===== src/rtl/led_ctrl_pkg.sv =====
// Shared encodings, widths and defaults for the LED mode controller.
package led_ctrl_pkg;

   localparam int unsigned MODE_W       = 2;
   localparam int unsigned LED_W        = 16;
   localparam int unsigned TICK_DIV_DEF = 25_000_000;

   typedef enum logic [MODE_W-1:0] {
      MODE_PASS   = 2'd0,
      MODE_HOLD   = 2'd1,
      MODE_ROTATE = 2'd2,
      MODE_BLINK  = 2'd3
   } mode_e;

   typedef enum logic {
      PHASE_OFF = 1'b0,
      PHASE_ON  = 1'b1
   } phase_e;

   function automatic mode_e next_mode(input mode_e m);
      mode_e n;
      case (m)
         MODE_PASS:   n = MODE_HOLD;
         MODE_HOLD:   n = MODE_ROTATE;
         MODE_ROTATE: n = MODE_BLINK;
         default:     n = MODE_PASS;
      endcase
      return n;
   endfunction

   function automatic logic [LED_W-1:0] rotl1(input logic [LED_W-1:0] v);
      return {v[LED_W-2:0], v[LED_W-1]};
   endfunction

endpackage


===== src/rtl/led_mode_ctrl_tick_gen.sv =====
// Prescaler: one-cycle tick every TICK_DIV clocks, restartable via clr.
module tick_gen
   import led_ctrl_pkg::*;
#(
   parameter int unsigned TICK_DIV = TICK_DIV_DEF
) (
   input  logic clk,
   input  logic rst,
   input  logic clr,
   output logic tick
);

   localparam int unsigned     CNT_W   = $clog2(TICK_DIV);
   localparam logic [CNT_W-1:0] CNT_MAX = CNT_W'(TICK_DIV - 1);

   logic [CNT_W-1:0] cnt_q, cnt_d;

   always_comb begin
      cnt_d = cnt_q + 1'b1;
      if (clr || (cnt_q == CNT_MAX)) begin
         cnt_d = '0;
      end
   end

   assign tick = (cnt_q == CNT_MAX);

   always_ff @(posedge clk) begin
      if (rst) begin
         cnt_q <= '0;
      end else begin
         cnt_q <= cnt_d;
      end
   end

endmodule


===== src/rtl/led_mode_ctrl.sv =====
// Switch/button driven LED controller: pass-through, hold, rotate and blink
// modes selected by BTNC, snapshot loaded by BTNU.
module led_mode_ctrl
   import led_ctrl_pkg::*;
#(
   parameter int unsigned TICK_DIV = TICK_DIV_DEF
) (
   input  logic              clk,
   input  logic              rst,
   input  logic [LED_W-1:0]  SW,
   input  logic              BTNC,
   input  logic              BTNU,
   output logic [LED_W-1:0]  LED,
   output logic [MODE_W-1:0] MODE
);

   logic [LED_W-1:0] sw_s1_q, sw_s1_d, sw_s2_q, sw_s2_d;
   logic [1:0]       btn_s1_q, btn_s1_d, btn_s2_q, btn_s2_d;
   logic [1:0]       btn_prev_q, btn_prev_d, armed_q, armed_d;
   logic [1:0]       vld_q, vld_d;
   logic [1:0]       btn_ev;
   logic             btnc_ev, btnu_ev;

   mode_e            mode_q, mode_d;
   phase_e           phase_q, phase_d;
   logic [LED_W-1:0] snap_q, snap_d, pat_q, pat_d, led_q, led_d;
   logic             tick, clr, tick_ok;

   // Bit 0 = BTNC, bit 1 = BTNU. vld tracks when the second sync stage holds a
   // real post-reset sample; a button only arms after being seen low, so one
   // held through reset release produces no event.
   always_comb begin
      sw_s1_d    = SW;
      sw_s2_d    = sw_s1_q;
      btn_s1_d   = {BTNU, BTNC};
      btn_s2_d   = btn_s1_q;
      btn_prev_d = btn_s2_q;
      vld_d      = {vld_q[0], 1'b1};
      armed_d    = armed_q | ({2{vld_q[1]}} & ~btn_s2_q);
   end

   assign btn_ev  = btn_s2_q & ~btn_prev_q & armed_q;
   assign btnc_ev = btn_ev[0];
   assign btnu_ev = btn_ev[1];
   assign clr     = btnc_ev | btnu_ev;
   assign tick_ok = tick & ~clr;

   tick_gen #(
      .TICK_DIV (TICK_DIV)
   ) u_tick_gen (
      .clk  (clk),
      .rst  (rst),
      .clr  (clr),
      .tick (tick)
   );

   always_comb begin
      mode_d  = mode_q;
      snap_d  = snap_q;
      pat_d   = pat_q;
      phase_d = phase_q;
      led_d   = led_q;

      if (btnc_ev) begin
         mode_d = next_mode(mode_q);
      end
      if (btnu_ev) begin
         snap_d = sw_s2_q;
      end

      // Entry and reload use snap_d so a simultaneous BTNU feeds the new mode.
      if (clr && (mode_d == MODE_ROTATE)) begin
         pat_d = snap_d;
      end else if (tick_ok && (mode_q == MODE_ROTATE)) begin
         pat_d = rotl1(pat_q);
      end

      if (clr && (mode_d == MODE_BLINK)) begin
         phase_d = PHASE_ON;
      end else if (tick_ok && (mode_q == MODE_BLINK)) begin
         phase_d = (phase_q == PHASE_ON) ? PHASE_OFF : PHASE_ON;
      end

      case (mode_q)
         MODE_PASS:   led_d = sw_s2_q;
         MODE_HOLD:   led_d = snap_q;
         MODE_ROTATE: led_d = pat_q;
         default:     led_d = (phase_q == PHASE_ON) ? snap_q : '0;
      endcase
   end

   always_ff @(posedge clk) begin
      if (rst) begin
         sw_s1_q    <= '0;
         sw_s2_q    <= '0;
         btn_s1_q   <= '0;
         btn_s2_q   <= '0;
         btn_prev_q <= '0;
         armed_q    <= '0;
         vld_q      <= '0;
         mode_q     <= MODE_PASS;
         phase_q    <= PHASE_ON;
         snap_q     <= '0;
         pat_q      <= '0;
         led_q      <= '0;
      end else begin
         sw_s1_q    <= sw_s1_d;
         sw_s2_q    <= sw_s2_d;
         btn_s1_q   <= btn_s1_d;
         btn_s2_q   <= btn_s2_d;
         btn_prev_q <= btn_prev_d;
         armed_q    <= armed_d;
         vld_q      <= vld_d;
         mode_q     <= mode_d;
         phase_q    <= phase_d;
         snap_q     <= snap_d;
         pat_q      <= pat_d;
         led_q      <= led_d;
      end
   end

   assign LED  = led_q;
   assign MODE = mode_q;

endmodule


===== config.mk =====
export PLATFORM = sky130hd
export DESIGN_NAME = led_mode_ctrl
export DESIGN_NICKNAME = d
export VERILOG_FILES = /design/src/rtl/led_ctrl_pkg.sv /design/src/rtl/led_mode_ctrl_tick_gen.sv /design/src/rtl/led_mode_ctrl.sv
export SDC_FILE = /design/constraint.sdc
export NUM_CORES = 1
export LEC_CHECK = 0
export ABC_AREA = 1
export CAP_MARGIN = 25
export CORE_ASPECT_RATIO = 1.25
export CORE_MARGIN = 2
export CORE_UTILIZATION = 34
export CTS_CLUSTER_DIAMETER = 60
export DETAILED_ROUTE_END_ITERATION = 8
export GPL_ROUTABILITY_DRIVEN = 0
export GPL_TIMING_DRIVEN = 0
export PLACE_DENSITY = 0.51
export SYNTH_ARGS = -nofsm -noshare
export SYNTH_HDL_FRONTEND = slang
export SYNTH_SLANG_ARGS = --single-unit
export TNS_END_PERCENT = 5

===== constraint.sdc =====
create_clock -name clk -period 1.8 [get_ports clk]
set_input_delay 0.18 -clock clk [delete_from_list [all_inputs] [get_ports clk]]
set_output_delay 0.18 -clock clk [all_outputs]
set_load 0.02 [all_outputs]

[Word-level counts from Yosys, hierarchy flattened]
Index checks and enable logic that the tools add are counted.
Operators by class
  add/sub/neg operators: 1
  eq/ne operators: 6
  muxes and demuxes: 9
  bitwise operators: 9
  reductions and logical operators: 9
Operator list (number)
  two-way mux 16 bit: 4
  one-hot mux 16 bit (3 select lines): 1
  adder 25 x 1 -> 25 bit (second input constant): 1
  == test 25 bit (second input constant): 1
  == test 2 bit (second input constant): 4
  AND 2 bit: 3
  one-hot mux 2 bit (3 select lines): 1
  logical AND 1 bit: 4
  inverter 2 bit: 2
  OR reduction 2 bit: 2
  == test 2 x 1 -> 1 bit (second input constant): 1
  zero test 2 bit: 1
  two-way mux 1 bit: 2
  two-way mux 2 bit: 1
  OR 2 bit: 1
  nonzero test 2 bit: 1
  AND 1 bit: 1
  logical OR 1 bit: 1
  inverter 1 bit: 1
  OR 1 bit: 1
Storage, ports and cells
  register bits: 118
  input bits: 20
  output and inout bits: 18
  logic and storage cells: 48

[Depth between registers and ports, before layout]
Gate-level depths: netlist of run 1.
  depth in word-level cells: 9
  mapped depth: 14
  depth with buffers taken out: 12

[Hierarchy]
A second synthesis of run 1 with hierarchy kept.
Second synthesis, totals
  cells, all modules: 707
  area total of the unflattened synthesis: 5113.7 sq um
By module, submodules not included
  led_mode_ctrl: times used 1, cells an instance 485, area each 3706.1 sq um, sequential area each 1861.8 sq um
  tick_gen: times used 1, cells an instance 222, area each 1407.6 sq um, sequential area each 500.5 sq um

[Least setup slack after synthesis of run 1]
Ideal clock, no wire load.
  path kind: flip-flop to flip-flop
  from: reg mode_q[0] (netlist: MODE[0])
  to: reg pat_q[10]
  library setup time: 0.114 ns
  data arrival time: 1.834 ns
  required time: 1.686 ns
  path slack: -0.148 ns
  cell stages (with the launch flop): 15
  buffers on the path: 2
  period minus slack after synthesis: 1.948 ns
  path through: dfxtp_1 -> inv_1 -> ha_1 -> buf_2 -> nor2_1 -> nand2_4 -> nand2_8 -> nand3_4 -> buf_6 -> nand2_1 -> nand2_1 -> inv_1 -> nand2_1 -> nand2_1 -> nor2_2
Between the ends
  longest elaborated chain between the ends: 6
  elaborated cells on any way between the ends: 10
  classes of those cells: eq/ne (3); mux (3); reduce/logical (4)
RTL lines
  start, declared: line led_mode_ctrl.sv:24  | mode_e mode_q, mode_d;
  start signal, assigned: line led_mode_ctrl.sv:114  | mode_q <= mode_d;
  == test 2 bit, or another cell as far along: line led_ctrl_pkg.sv:22, led_mode_ctrl.sv:74
  one-hot mux 2 bit (3 select lines): line led_ctrl_pkg.sv:22  | case (m)
  two-way mux 2 bit: line led_mode_ctrl.sv:64  | if (btnc_ev) begin
  == test 2 bit: line led_mode_ctrl.sv:72  | if (clr && (mode_d == MODE_ROTATE)) begin
  logical AND 1 bit: line led_mode_ctrl.sv:72
  two-way mux 16 bit / nonzero test 2 bit (equally long branches)
  end signal, assigned: line led_mode_ctrl.sv:117  | pat_q <= pat_d;
  end, declared: line led_mode_ctrl.sv:26  | logic [LED_W-1:0] snap_q, snap_d, pat_q, pat_d, led_q, led_d;
Several ways; a longest one is shown, not always the timed one.
A chain may end at the register's enable or synchronous reset.

[Worst setup path in the final report of run 1]
  from: reg u_tick_gen.cnt_q[0]
  to: reg pat_q[4]
Between the ends
  longest elaborated chain between the ends: 4
RTL lines
  start, declared: line led_mode_ctrl_tick_gen.sv:16  | logic [CNT_W-1:0] cnt_q, cnt_d;
  start signal, assigned: line led_mode_ctrl_tick_gen.sv:31  | cnt_q <= cnt_d;
  == test 25 bit: line led_mode_ctrl_tick_gen.sv:25  | assign tick = (cnt_q == CNT_MAX);
  AND 1 bit: line led_mode_ctrl.sv:46  | assign tick_ok = tick & ~clr;
  logical AND 1 bit: line led_mode_ctrl.sv:74  | end else if (tick_ok && (mode_q == MODE_ROTATE)) begin
  nonzero test 2 bit (no line)
Every way passes these cells.

==> results by group, run 1 <==
Run status
  – Status: complete, no violations

Setup path
  – Critical path class: reg2reg
  – Max stage delay on crit path: about 0.37 ns
  – Crit path DAT: 1.98 ns
  – CP required: 2.10 ns
  – Worst Setup End Kind: flop
  – Critical-path maximum fanout: 6
  – Startpoint Class: flop
  – Crit-path cells: ha_4, nand3_2, inv_2, nand2_1, nor2_2, nand4_1, nand2_4, buf_6, nand2_1, nand2_1, nor2_1
  – Cell repeated most along the worst path: nand2_1
  – Crit-path slowest cell: dfxtp_4

Clocking
  – Worst-Skew Late Latency: 0.41 ns
  – Cts bufs inserted: 17
  – Htree depth: 4
  – CTS Buffer Depth: 2
  – Root Buffer: clkbuf_16
  – Clk sink count: 118
  – CTS clk-pin slew, worst paths: around 0.050 ns
  – CTS tree: built

Logic synthesis
  – Post-synthesis cell type count: 36
  – Mux cell area share after synthesis: 0%
  – Post-Synthesis Cells: 689
  – Post-Synth XOR/XNOR Area: approximately 1.7%
  – Sequential element share of the synthesized area: 46.5%
  – Synth Cell Area: ~5000 um2
  – Post-synthesis adder-cell area fraction: 1.48%
  – Syn nets: 715
  – Post-synthesis compound-gate area fraction: under 10%
  – Ys Warns: 0
  – Largest family of logic cells by synthesized area: simple AND/OR/NAND/NOR gates
  – Syn Area/Cell: 7.37 um2
  – Synth Register Bits: 118
  – Post-synthesis simple-gate area fraction: between 30 and 40%

Routing
  – Initial drt markers: ~240
  – Post-route ant nets: 0
  – DRC Markers: 0
  – Via count: 4196
  – Routed WL per cell: 12.0 um
  – DRT Pass-1 Iters: 5
  – Routed WL: 11400 um
  – Via density: 4.41

Place
  – Worst slack, placed: -0.108 ns
  – I/O Buffers: 37
  – Detailed placement HPWL: 8480 um
  – Cell Area, Placed: around 5700 um2

Timing
  – FMAX: 597 MHz
  – Worst slew margin: 61.0%
  – Final worst setup slack: 0.124 ns
  – Setup Viol. Count Final: 0
  – Final worst-path cycle share: 93.1%
  – Min cycle time layout: around 1.7 ns
  – Worst slew pin tran: 0.585 ns
  – Final Hold Fails: 0
  – Final Max Slew Viols: 0
  – Final Skew: 0.00510 ns

GRT
  – GRT Util Overall: 14.5%
  – Global route overflow: 0
  – Global-route wire length before repair: 18200 um
  – Number of global-route vias before repair: 3983
  – Initial antenna violation count: 0
  – Largest net degree at the start of global routing: 17

Pwr
  – Leakage Power: 2.73 nW
  – Switching pwr: 1.31 mW
  – Internal cell power: 5.22 mW
  – Clock power share: a little over half
  – Fraction of power spent switching nets: a little over 20%
  – Maximum VDD drop: 549 uV
  – Flop pwr share: 41.6%
  – Tot Pwr: between 6 and 7 mW
  – Gate power share: between 4 and 5%
  – Power Density: 995 nW/um2

Die
  – Die area: about 16000 um2
  – Initial core utilization: 35.1%
  – Core Region: 14500 um2
  – I/O pin cnt: 38
  – Chip height: approximately 140 um
  – Num rows: 49
  – Chip width: 113 um

Finish
  – Number of inserted diodes: 0
  – Area Overhead vs Synth: 29.3%
  – Share of cells above drive strength 1: 14.9%
  – Area of all placed cells without fillers: 6560 um2
  – Fill count: 1465
  – FF+latch area: between 2000 and 2500 um2
  – Area occupied by multi-input gates: 2320 um2
  – Final nets: 786

Flow run
  – Max-capacitance violation count: 0

Min path
  – Worst Hold Class: in2reg
## power by group through the flow
stage          Combinational, mW  Clock (mW)  Sequential [mW]
4_1_cts                    0.273        3.62             2.71
3_3_place_gp               0.265           0             2.77
5_1_grt                    0.315        3.74             2.72
3_5_place_dp               0.269           0             2.77
6_report                   0.280        3.53             2.72
2_1_floorplan              0.148           0             2.77
## layout make-up
class	count	area share [%]
Clock buffer	22	7.23
Tap cell	178	3.39
Buffer	25	2.61
Inverter	85	4.94
Timing Repair Buffer	52	7.93
Sequential cell	118	36.2
Clock inverter	10	2.29
Multi-Input combinational cell	461	35.4
## path summary, 6_finish.rpt
check,from,to,slack (ns),cells past startpoint
setup / recovery,u_tick_gen.cnt_q[0],pat_q[4],0.12,11
hold / removal,BTNU,btn_s1_q[1],0.28,3
setup reg to reg,u_tick_gen.cnt_q[0],pat_q[4],0.12,11
hold reg to reg,sw_s1_q[11],sw_s2_q[11],0.40,2
## timing repair
action | in CTS | in global routing
hold buffers | 0 | 0
cloned | 1 | 2
gates resized for setup | 11 | 33
pin swaps | 1 | 9
buffers inserted | 3 | 9
endpoints found under the setup margin | 46 | 40
## cell families after synthesis
family / Yosys count
AOI/OAI and AO/OA: 67
buffers and inverters: 110
DFF: 118
and+or+nand+nor: 378
xor gates and xnor gates: 10
adders and majority gates: 6
## cell usage in the layout (no fill, tap or decap), types with 5 or more instances in the layout
master / netlist / final
a21oi_1: 47 / 46
nand3_1: 21 / 20
dfxtp_1: 118 / 112
buf_6: 4 / 7
a22o_1: 16 / 16
xor2_1: 6 / 6
clkinv_2: 0 / 6
nand2_2: 6 / 9
clkbuf_1: 8 / 9
nor2_1: 109 / 105
nor3_1: 8 / 8
nand2_1: 198 / 193
nor2_2: 3 / 5
nand3b_1: 5 / 5
clkdlybuf4s50_1: 0 / 37
clkbuf_16: 0 / 18
buf_4: 3 / 14
inv_1: 81 / 78
nand3_2: 9 / 10
nand4_1: 7 / 7
## per-stage QoR
| step | hold slack [ns] | setup TNS (ns) | utilization (%) | instances |
|---|---|---|---|---|
| after detailed placement | 0.392 | -4.95 | 39.2 | 904 |
| after CTS | 0.265 | 0 | 44.0 | 940 |
| after global routing | 0.272 | -0.0262 | 45.4 | 951 |
| final | 0.284 | 0 | 45.4 | 951 |
| after floorplan | 0.287 | 0 | - | 689 |
| after global placement | 0.389 | -2.92 | 39.2 | 904 |
## cells in the mapped netlist, drive strengths merged
| library cell | count | area share, % |
|---|---|---|
| nand3 | 31 | 4.2 |
| dfxtp | 118 | 47 |
| buf | 17 | 2.4 |
| o21a | 1 | 0.15 |
| nor2 | 116 | 9.7 |
| o31ai | 1 | 0.15 |
| ha | 6 | 1.5 |
| o21ai | 1 | 0.098 |
| nand3b | 5 | 0.74 |
| inv | 84 | 6.2 |
| nand4 | 7 | 0.86 |
| a31oi | 1 | 0.12 |
| xor2 | 6 | 1.0 |
| clkbuf | 8 | 0.59 |
| or2 | 2 | 0.25 |
| xnor2 | 4 | 0.69 |
| nand2 | 206 | 16 |
| a22o | 16 | 2.8 |
| clkinv | 1 | 0.074 |
| nor3 | 11 | 1.4 |
| a21oi | 47 | 4.6 |
## registers in the layout, summed over array words and instances (netlist names), 16 cells and up
signal / count
LED: 16
pat_q: 16
snap_q: 16
sw_s1_q: 16
sw_s2_q: 16
u_tick_gen.cnt_q: 25
## routing by layer
metal / global-route usage [%] / routed length (um) / share of wire [%] / vias up
li1: - / - / - / 2272
met1: 15.9 / 4900 / 43 / 1843
met2: 26.1 / 5960 / 52 / 67
met3: 3.74 / 328 / 2.9 / 14
met4: 6.61 / 206 / 1.8 / 0
met5: 0 / 0 / 0 / -
## worst max-delay path, delay by kind of cell (launching register included)
kind	cells	cell delay, ns
and+or+nand+nor	8	0.79
DFF	1	0.37
buffers and inverters	2	0.24
adders and majority gates	1	0.14
Note: power is estimated with default switching activity, not from simulation.
==> run 2, diff against run 1 <==
--- a/config.mk
+++ b/config.mk
@@ -15,6 +15,7 @@
 export GPL_ROUTABILITY_DRIVEN = 0
 export GPL_TIMING_DRIVEN = 0
 export PLACE_DENSITY = 0.51
+export RECOVER_POWER = 25
 export SYNTH_ARGS = -nofsm -noshare
 export SYNTH_HDL_FRONTEND = slang
 export SYNTH_SLANG_ARGS = --single-unit
==> run 2 against run 1 <==
Non-clock buffer count stayed put. Combinational power hardly changed. Clock power hardly changed. Via count is 0.26% lower. Total power hardly changed. Global-route usage stayed put. Routed wire length is 0.11% lower.
==> results by group, run 2 (synthesis results as in run 1) <==
GRT
  – GRT Util Overall: 14.5% (unchanged)
  – Number of global-route vias before repair: 3983 (unchanged)
  – Initial antenna violation count: 0 (unchanged)
  – Largest net degree at the start of global routing: 17 (unchanged)
  – Global route overflow: 0 (unchanged)
  – Global-route wire length before repair: 18200 um (unchanged)

Clocking
  – Htree depth: 4 (unchanged)
  – CTS tree: built (unchanged)
  – CTS Buffer Depth: 2 (unchanged)
  – Worst-Skew Late Latency: 0.41 ns (about the same)
  – Root Buffer: clkbuf_16 (unchanged)
  – Cts bufs inserted: 17 (unchanged)
  – Clk sink count: 118 (unchanged)
  – CTS clk-pin slew, worst paths: 0.05 ns (about the same)

Place
  – I/O Buffers: 37 (unchanged)
  – Cell Area, Placed: 5680 um2 (unchanged)
  – Detailed placement HPWL: 8480 um (unchanged)
  – Placed insts: 904 (unchanged)

Setup path
  – Crit-path cells: inv_4, ha_4, inv_1, nand2_2, nand2_4, nor2_8, clkbuf_16, nand3_1, nand2_1, inv_1, nand2_1, nand2_1, nor2_2 (was ha_4, nand3_2, inv_2, nand2_1, nor2_2, nand4_1, nand2_4, buf_6, nand2_1, nand2_1, nor2_1)
  – CP required: 2.15 ns (was 2.10 ns)
  – Worst Path Buf+Inv: 4 (was 2)
  – Critical path class: reg2reg (unchanged)
  – Crit-path leading delay family: simple AND/OR/NAND/NOR gates (unchanged)
  – Crit-path slowest cell: dfxtp_4 (unchanged)
  – Worst Setup End Kind: flop (unchanged)
  – Critical-path maximum fanout: 7 (was 6)
  – Max stage delay on crit path: 0.38 ns (was 0.37 ns)
  – Cell repeated most along the worst path: nand2_1 (unchanged)
  – Crit path DAT: 2.03 ns (was 1.98 ns)
  – Startpoint Class: flop (unchanged)

Finish
  – Max reg flops: 25 (unchanged)
  – Most frequent cells in the layout: 194 x nand2_1, 112 x dfxtp_1, 105 x nor2_1, 78 x inv_1, 46 x a21oi_1 (was 193 x nand2_1, 112 x dfxtp_1, 105 x nor2_1, 78 x inv_1, 46 x a21oi_1)
  – Top reg by flops: u_tick_gen.cnt_q (unchanged)
  – Commonest non-fill, non-tap cell in the layout: nand2_1 (unchanged)
  – Share of cells above drive strength 1: 14.6% (was 14.9%)
  – Area of all placed cells without fillers: 6560 um2 (about the same)
  – Fin cells: 951 (unchanged)
  – Final nets: 786 (unchanged)
  – Number of inserted diodes: 0 (unchanged)
  – Area Overhead vs Synth: 29.2% (was 29.3%)
  – Post-layout util: 45.3% (was 45.4%)

Timing
  – FMAX: 595 MHz (was 597 MHz)
  – Setup Viol. Count Final: 0 (unchanged)
  – Worst slew margin: 60.5% (was 61.0%)
  – Final Hold Fails: 0 (unchanged)
  – Final Skew: 0.00508 ns (was 0.00510 ns)
  – Final Max Slew Viols: 0 (unchanged)
  – Min cycle time layout: 1.68 ns (about the same)
  – Worst slew pin tran: 0.592 ns (was 0.585 ns)
  – Final worst-path cycle share: 93.4% (was 93.1%)

Die
  – Core Region: 14500 um2 (unchanged)
  – Chip height: 141 um (unchanged)
  – Die area: 15900 um2 (unchanged)
  – Num rows: 49 (unchanged)
  – I/O pin cnt: 38 (unchanged)
  – Initial core utilization: 35.1% (unchanged)
  – Chip width: 113 um (unchanged)

Flow run
  – Max-capacitance violation count: 0 (unchanged)

Routing
  – Post-route ant nets: 0 (unchanged)
  – Routed WL per cell: 12.0 um (about the same)
  – DRC Markers: 0 (unchanged)
  – Via density: 4.40 (was 4.41)
  – Via count: 4185 (was 4196)
  – DRT Pass-1 Iters: 4 (was 5)
  – Initial drt markers: 250 (was 236)
  – Routed WL: 11400 um (about the same)

Run status
  – Status: complete, no violations (unchanged)

Pwr
  – Leakage Power: 2.73 nW (about the same)
  – Tot Pwr: 6.53 mW (about the same)
  – Maximum VDD drop: 549 uV (about the same)
  – Power Density: 995 nW/um2 (about the same)

Min path
  – Worst Hold Class: in2reg (unchanged)
==> run 2: cell types whose count changed in the layout (fill, tap and decap cells not counted) <==
cell             delta
nand2_1             +1
buf_2               -1
clkdlybuf4s50_1     -1
clkbuf_1            +1
nand2_2             -1
dlygate4sd3_1       +1
==> run 2: timing repair <==
item	in CTS	in global routing
resized for setup	11	33
setup endpoints to repair	46	40
buffers inserted	3	9
pin swaps	1	9
hold buffers	0	0
cloned	1	2
==> run 2: power breakdown <==
part           switching (mW)  leakage [nW]  internal, mW
Sequential             0.0371         0.965          2.68
Clock                    1.13         0.313          2.41
Combinational           0.152          1.45         0.127
Total                    1.31          2.73          5.21
==> run 2: final timing paths <==
kind | startpoint | to | slack, ns | cells past startpoint
setup / recovery | MODE[1] | pat_q[10] | 0.12 | 13
hold / removal | BTNU | btn_s1_q[1] | 0.28 | 3
setup reg to reg | MODE[1] | pat_q[10] | 0.12 | 13
hold reg to reg | sw_s1_q[11] | sw_s2_q[11] | 0.40 | 2
==> run 2: area by class of cell <==
class,instances,area [um2]
Tap cell,178,223
Clock inverter,10,150
Multi-Input combinational cell,461,2320
Buffer,25,170
Fill cell,1467,7910
Timing Repair Buffer,52,520
Clock buffer,22,474
Sequential cell,118,2380
Inverter,85,324
==> run 2: metrics by stage <==
step / worst slack, ns / setup TNS (ns) / hold slack, ns
2_1_floorplan: 0.0139 / 0 / 0.287
3_3_place_gp: -0.103 / -2.92 / 0.389
5_1_grt: -0.0105 / -0.0407 / 0.272
3_5_place_dp: -0.108 / -4.95 / 0.392
4_1_cts: 0.00489 / 0 / 0.265
6_report: 0.119 / 0 / 0.283
==> run 2: metal layers <==
layer / global-route usage (%) / up-vias / wire length (um)
met4: 6.61 / 0 / 233
met2: 26.1 / 64 / 5930
met3: 3.74 / 16 / 316
met1: 15.9 / 1832 / 4900
li1: - / 2273 / -
met5: 0 / - / 0
==> run 2: worst reg2reg max path, stage by stage (launching register included) <==
cell and delay [ns]:
dfxtp_4 0.38, inv_4 0.05, ha_4 0.26, inv_1 0.04, nand2_2 0.08, nand2_4 0.08, nor2_8 0.19, clkbuf_16 0.18
nand3_1 0.07, nand2_1 0.07, inv_1 0.04, nand2_1 0.05, nand2_1 0.05, nor2_2 0.08
